**src/rtl/trap_controller.sv**
```systemverilog
// Trap entry / MRET sequencer for the M-mode CSR file: arbitrates exceptions, MRET and
// machine interrupts, drains the pipeline, strobes the CSR commit and redirects fetch.
//
// state    | meaning
// IDLE     | waiting for exception, MRET or enabled interrupt
// DRAIN    | flushing younger instructions until drained or timeout
// COMMIT   | one-cycle trap_en_o / mret_en_o strobe to the CSR file
// REDIRECT | presenting the new fetch PC until fetch accepts it
module trap_controller #(
    parameter int DRAIN_TIMEOUT = 16
) (
    input  logic        clk_i,
    input  logic        rst_ni,
    input  logic        exc_valid_i,
    input  logic [4:0]  exc_cause_i,
    input  logic [31:0] exc_pc_i,
    input  logic [31:0] exc_tval_i,
    input  logic        mret_req_i,
    input  logic [31:0] next_pc_i,
    input  logic [31:0] mip_i,
    input  logic [31:0] mie_i,
    input  logic        mstatus_mie_i,
    input  logic [29:0] mtvec_base_i,
    input  logic [1:0]  mtvec_mode_i,
    input  logic [31:0] mepc_i,
    input  logic        pipeline_drained_i,
    input  logic        redirect_ready_i,
    output logic        stall_o,
    output logic        flush_o,
    output logic        trap_en_o,
    output logic        mret_en_o,
    output logic [31:0] mepc_o,
    output logic [31:0] mcause_o,
    output logic [31:0] mtval_o,
    output logic        redirect_valid_o,
    output logic [31:0] redirect_pc_o,
    output logic        drain_timeout_o
);

    localparam int CNT_W = (DRAIN_TIMEOUT > 2) ? $clog2(DRAIN_TIMEOUT) : 1;

    typedef enum logic [1:0] {
        IDLE     = 2'd0,
        DRAIN    = 2'd1,
        COMMIT   = 2'd2,
        REDIRECT = 2'd3
    } state_t;

    state_t             state;
    logic [CNT_W-1:0]   drain_cnt;
    logic               is_mret;
    logic [31:0]        cap_mepc;
    logic [31:0]        cap_mcause;
    logic [31:0]        cap_mtval;
    logic [31:0]        cap_target;

    logic [31:0] irq_pend;
    logic        irq_take;
    logic [3:0]  irq_code;
    logic [31:0] tvec_base;
    logic [31:0] irq_handler;

    assign irq_pend  = mip_i & mie_i & 32'h0000_0888;
    assign irq_take  = mstatus_mie_i & (|irq_pend);
    assign tvec_base = {mtvec_base_i, 2'b00};

    // MEI outranks MSI, which outranks MTI
    always_comb begin
        irq_code = 4'd7;
        if (irq_pend[11])
            irq_code = 4'd11;
        else if (irq_pend[3])
            irq_code = 4'd3;
    end

    assign irq_handler = (mtvec_mode_i == 2'b01) ? tvec_base + {26'd0, irq_code, 2'b00}
                                                 : tvec_base;

    always_ff @(posedge clk_i or negedge rst_ni) begin
        if (!rst_ni) begin
            state            <= IDLE;
            drain_cnt        <= '0;
            is_mret          <= 1'b0;
            cap_mepc         <= '0;
            cap_mcause       <= '0;
            cap_mtval        <= '0;
            cap_target       <= '0;
            stall_o          <= 1'b0;
            flush_o          <= 1'b0;
            trap_en_o        <= 1'b0;
            mret_en_o        <= 1'b0;
            mepc_o           <= '0;
            mcause_o         <= '0;
            mtval_o          <= '0;
            redirect_valid_o <= 1'b0;
            redirect_pc_o    <= '0;
            drain_timeout_o  <= 1'b0;
        end else begin
            trap_en_o <= 1'b0;
            mret_en_o <= 1'b0;
            mepc_o    <= '0;
            mcause_o  <= '0;
            mtval_o   <= '0;
            case (state)
                IDLE: begin
                    if (exc_valid_i || mret_req_i || irq_take) begin
                        state     <= DRAIN;
                        stall_o   <= 1'b1;
                        flush_o   <= 1'b1;
                        drain_cnt <= CNT_W'(DRAIN_TIMEOUT - 1);
                    end
                    if (exc_valid_i) begin
                        is_mret    <= 1'b0;
                        cap_mepc   <= exc_pc_i;
                        cap_mcause <= {27'd0, exc_cause_i};
                        cap_mtval  <= exc_tval_i;
                        cap_target <= tvec_base;
                    end else if (mret_req_i) begin
                        is_mret    <= 1'b1;
                        cap_target <= mepc_i;
                    end else if (irq_take) begin
                        is_mret    <= 1'b0;
                        cap_mepc   <= next_pc_i;
                        cap_mcause <= {1'b1, 27'd0, irq_code};
                        cap_mtval  <= '0;
                        cap_target <= irq_handler;
                    end
                end
                DRAIN: begin
                    if (pipeline_drained_i || drain_cnt == '0) begin
                        state   <= COMMIT;
                        flush_o <= 1'b0;
                        if (!pipeline_drained_i)
                            drain_timeout_o <= 1'b1;
                        if (is_mret) begin
                            mret_en_o <= 1'b1;
                        end else begin
                            trap_en_o <= 1'b1;
                            mepc_o    <= cap_mepc;
                            mcause_o  <= cap_mcause;
                            mtval_o   <= cap_mtval;
                        end
                    end else begin
                        drain_cnt <= drain_cnt - 1'b1;
                    end
                end
                COMMIT: begin
                    state            <= REDIRECT;
                    redirect_valid_o <= 1'b1;
                    redirect_pc_o    <= cap_target;
                end
                REDIRECT: begin
                    if (redirect_ready_i) begin
                        state            <= IDLE;
                        stall_o          <= 1'b0;
                        redirect_valid_o <= 1'b0;
                        redirect_pc_o    <= '0;
                    end
                end
                default: state <= IDLE;
            endcase
        end
    end

endmodule

```
**config.mk**
```make
export PLATFORM = sky130hd
export DESIGN_NAME = trap_controller
export DESIGN_NICKNAME = d
export VERILOG_FILES = /design/src/rtl/trap_controller.sv
export SDC_FILE = /design/constraint.sdc
export NUM_CORES = 1
export LEC_CHECK = 0
export BUFFER_PORTS_ARGS = -buffer_cell sky130_fd_sc_hd__buf_2
export CORE_MARGIN = 2
export CORE_UTILIZATION = 45
export DETAILED_ROUTE_END_ITERATION = 8
export PLACE_DENSITY = 0.83
export RECOVER_POWER = 25
export SYNTH_ARGS = -nofsm -noshare
export SYNTH_HDL_FRONTEND = slang
export SYNTH_SLANG_ARGS = --single-unit
```
**constraint.sdc**
```tcl
create_clock -name clk_i -period 2.19 [get_ports clk_i]
set_clock_uncertainty 0.05 [all_clocks]
set_input_delay 0.3285 -clock clk_i [delete_from_list [all_inputs] [get_ports clk_i]]
set_output_delay 0.3285 -clock clk_i [all_outputs]
set_load 0.005 [all_outputs]
```
# Word-level counts from Yosys, hierarchy flattened
# Index checks and enable logic that the tools add are counted.
[totals] ff_bits=269 latchBits=0 ramBits=0 rom_bits=0 inputBits=236 output_inout_bits=134 word_cells=98 n_memories=0
[classes] add_sub_neg=2 n_mul=0 n_div=0 magnitude_cmp=0 eq_ne=9 shift=0 n_mux=48 bitwise=3 n_reduce_logical=19
[ops] operator="$mux W32" n=23
[ops] operator="$pmux W32 S2" n=1
[ops] operator="$add A32 B6 Y32" n=1
[ops] operator="$reduce_and A3 Y1" n=6
[ops] operator="$and A12 B12 Y12" n=1
[ops] operator="$mux W1" n=12
[ops] operator="$mux W4" n=3
[ops] operator="$ne A2 B2 Y1 const B" n=5
[ops] operator="$pmux W2 S4" n=1
[ops] operator="$pmux W4 S2" n=1
[ops] operator="$reduce_bool A2 Y1" n=4
[ops] operator="$mux W2" n=3
[ops] operator="$pmux W1 S2" n=3
[ops] operator="$eq A2 B1 Y1 const B" n=2
[ops] operator="$eq A2 B2 Y1 const B" n=2
[ops] operator="$logic_not A4 Y1" n=1
[ops] operator="$reduce_and A2 Y1" n=2
[ops] operator="$sub A4 B1 Y4 const B" n=1
[ops] operator="$logic_or A1 B1 Y1" n=3
[ops] operator="$mux W3" n=1
[ops] operator="$reduce_bool A3 Y1" n=1
[ops] operator="$reduce_or A3 Y1" n=1
[ops] operator="$logic_not A2 Y1" n=1
[ops] operator="$and A1 B1 Y1" n=1
[ops] operator="$not A1 Y1" n=1

# Longest topological paths before layout
[logic_depth] ltp_word=8 ltp_mapped=9 ltp_nobuf=7

# Worst setup path before layout
# OpenSTA, ideal clock, no wires.
[synth_path] kind="input-to-reg" from="input mip_i[11]" to="register cap_target[13]" setup_time_ns=0.125 t_arrival_ns=1.962 required_time_ns=2.015 path_slack_ns=0.053 stages=8 n_path_buf=1 cell_sequence="a22oi_1 -> ha_1 -> o211ai_1 -> and2_1 -> clkbuf_1 -> nor2_1 -> and4_1 -> a2111oi_0"
[synth_via] elab_chain_cells=7 word_cells_on_any_way=11 classes_between="1 x add/sub; 5 x mux; 2 x bitwise; 3 x reduce/logical"
[synth_lines] element="from (decl)" line_no="20" source="input logic [31:0] mip_i,"
[synth_lines] element="$and A12 B12 Y12 *" line_no="63" source="assign irq_pend = mip_i & mie_i & 32'h0000_0888;"
[synth_lines] element="$mux W4" line_no="70" source="if (irq_pend[11])"
[synth_lines] element="$add A32 B6 Y32" line_no="76" source="assign irq_handler = (mtvec_mode_i == 2'b01) ? tvec_base + {26'd0, irq_code, 2'b00}"
[synth_lines] element="$mux W32" line_no="76"
[synth_lines] element="$mux W32" line_no="121" source="end else if (irq_take) begin"
[synth_lines] element="$mux W32" line_no="118" source="end else if (mret_req_i) begin"
[synth_lines] element="$mux W32" line_no="112" source="if (exc_valid_i) begin"
[synth_lines] element="to (signal assigned)" line_no="117" source="cap_target <= tvec_base;"
[synth_lines] element="to (signal assigned)" line_no="120" source="cap_target <= mepc_i;"
[synth_lines] element="to (signal assigned)" line_no="126" source="cap_target <= irq_handler;"
[synth_lines] element="to (decl)" line_no="55" source="logic [31:0] cap_target;"
# Mark *: on every way between the ends. The rest lies on a longest branch, timed or not. The select of a mux whose other input is x is not followed.
# A chain may end at the register's enable or synchronous reset.

# Final worst setup path
[layout_path] from="register state[0]" to="register cap_target[13]"
[layout_via] elab_chain_cells=2
[layout_lines] element="from (decl)" line_no="49" source="state_t state;"
[layout_lines] element="from (signal assigned)" line_no="81" source="state <= IDLE;"
[layout_lines] element="from (signal assigned)" line_no="107" source="state <= DRAIN;"
[layout_lines] element="from (signal assigned)" line_no="131" source="state <= COMMIT;"
[layout_lines] element="$logic_not A2 Y1" line_no="104" source="case (state)"
[layout_lines] element="$reduce_and A2 Y1 (no source line)"
# No other way between the ends.

==> metrics.cfg <==
[logic_synthesis]
synth_cells=873
synthesis.area_um2=9890
yosysSeqAreaShare_pct=54.9
synth_top_cell_area_share_pct=54.9
synth_cell_types=63
synth.most_common_cell=dfrtp_1
synth_ff_type=dfrtp_1
synth-edff-count=0
ys_ff_latch=217
yosys_warnings=0
synth_area_per_cell_um2=11.3
synth_top_cells_by_count=dfrtp_1 (217), nand2_1 (92), and2_1 (73)
ys_async_sr_fraction_pct=100
synthTopCellsByArea=dfrtp_1 (55%), mux2_2 (4.7%), and2_1 (4.6%)
synth_top_cell_by_area=dfrtp_1

[worst_setup_path]
slowest_delay_ns=0.58
required_ns=2.53
worstSetupPathType=reg2reg
cp-end-kind=register
crit_arrival_ns=2.41
worstSetupStartpoint=state[0]
crit_fanout=7
path_cells=inv_1 > ha_2 > clkinvlp_4 > a2111o_2 > a211oi_1 > a2111oi_0
start_kind=register
reg2reg_slack_ns=0.12
r2r_start=state[0]
worst_path_max_delay_cell=a2111o_2

[die]
design.core.area_um2=21700
dieArea_um2=23200
chipWidth_um=152
initial_core_util_pct=45.6
io_pins=370
rows=54
fp.dieH_um=152

[routing]
ant_nets=0
avgRoutedWirePerCell_um=18.5
drtPass1Iterations=5
wl_mm=28.4
drt_iter0_markers=527
drcViolationCount=0
via_per_inst=5.35
route.vias.total=8200

[clock_network]
clock_latency_ns=0.52
cts_root_buf=clkbuf_16
cts_tree=yes
clk_pin_slew_ns=0.07
cts_sinks=217
cts_buffers=23
clock_path_buffers=3
htree_levels=1

[finish]
fillers=1719
seq_area_um2=5430
num-nets-final=1480
multiInputGateArea_um2=4070
drive_above_1_share_pct=37.1
area_growth_pct=32.3

[sta]
final.period_utilization_pct=94.4
relSlewSlack_pct=25.8
slew_viol_final=0
fmax_mhz=484
tns_ns=0
worst_pin_slew_ns=1.11
holdWs_ns=0.0289
hold_viol_final=0
setup_viol=0
min_period_ns=2.07

[power]
total_power_mw=15.1
leakagePower_nw=6.63
peakVddDrop_uv=592
power_density_nw_per_um2=1150

[placed_design]
place.gp.congestion=0.930
io_buffers=285
dp_hpwl_mm=20.5

[global_routing]
antenna_found_initial=3
grt_use_total_pct=23.7
grt_pass1_vias=8250
grt_start_max_net_pins=78
grt_pass1_wl_mm=44.1
overflow=0

[min_path]
hold_class=in2reg
hold_path_startpoint=mepc_i[18]

[outcome]
status=finished clean

[job]
max_cap_viol_count=0

## state kept, by name, indices dropped and copies added, names as in the netlist
register	flops
cap_mepc	32
cap_mtval	32
cap_target	32
mepc_o	32
mtval_o	32
redirect_pc_o	32
cap_mcause	6
mcause_o	6
drain_cnt	4
state	2
drain_timeout_o	1
flush_o	1
is_mret	1
mret_en_o	1
redirect_valid_o	1
stall_o	1
trap_en_o	1
## power by group
| part | leakage [nW] | switching [mW] | internal [mW] |
|---|---|---|---|
| clock | 0.371 | 1.64 | 2.33 |
| sequential | 2.76 | 0.760 | 5.46 |
| combinational | 3.50 | 2.43 | 2.43 |
## cells by family after synthesis
logic type               synth area share [%]
AND/OR/NAND/NOR                          16.7
flip-flops                               54.9
AO/OA/AOI/OAI                            10.9
buffers and inverters                    5.19
multiplexers                             10.0
XOR/XNOR                                 1.15
adder cells (fa/ha/maj)                  1.14
other                                  0.0379
## path summary, 6_finish.rpt
kind	end	cells after the start
max	cap_target[13]	6
min	cap_target[18]	3
max reg2reg	cap_target[13]	6
min reg2reg	redirect_pc_o[16]	2
max in group asynchronous	cap_mepc[14]	3
min in group asynchronous	redirect_pc_o[0]	2
## per-layer routing
layer,up-vias,routed length [um],GRT usage (%)
li1,3761,-,-
met1,3983,11500,30.8
met2,366,13700,39.2
met3,88,1970,4.18
met4,2,1230,10.5
met5,-,13,0
## layout by cell type (no fill, tap or decap), drive strengths merged, types with 3 or more instances in the layout
cell	Yosys	final
and2	73	73
xor2	8	8
dlygate4sd3	0	39
o21a	6	6
conb	1	26
nand3	9	9
nand2	92	92
dfrtp	217	217
nand4	10	10
clkbuf	36	38
clkinvlp	0	5
a221oi	14	14
a211oi	4	4
o211ai	7	7
nand2b	6	6
a21oi	19	19
and4	3	3
nor3	10	10
clkinv	3	6
inv	15	16
xnor2	5	5
nor2	44	44
ha	9	9
and3	11	11
a22o	35	35
nor4	8	8
buf	40	342
mux2i	14	14
a2bb2oi	3	3
o22ai	11	11
a31oi	4	4
mux2	67	67
nand3b	33	33
o221ai	3	3
o21ai	21	21
## through the flow
stage                     instance area [um^2]  instances  setup WS, ns  util (%)
after floorplan                           9980        898        0.0528         -
after global placement                   11900       1450        -0.225      55.1
after detailed placement                 11900       1450        -0.282      55.1
after CTS                                13100       1531        0.0466      60.5
after global routing                     13100       1533      -0.00619      60.3
final                                    13100       1534         0.123      60.3
## final cells by class
class / instances / share of cell area [%]
tap: 280 / 2.68
inverter: 18 / 0.545
timing repair buffer: 388 / 18.2
clock buffer: 31 / 4.93
clock inverter: 11 / 1.02
sequential: 217 / 41.5
antenna: 2 / 0.0382
multi-input combinational: 587 / 31.1
## critical path: cells and delay by family (launching register included)
kind,cells,cell delay (ns)
AO/OA/AOI/OAI,3,0.89
adder cells (fa/ha/maj),1,0.26
buffers and inverters,2,0.33
flip-flops,1,0.41
## repair_timing
| item | CTS | global route |
|---|---|---|
| setup endpoints to repair | 0 | 1 |
| gates resized for setup | 0 | 3 |
| endpoints found under the hold margin | 108 | 0 |
| hold buffers | 39 | 0 |
| buffers inserted | 0 | 1 |
No activity file was read; power rests on OpenSTA's default activity.
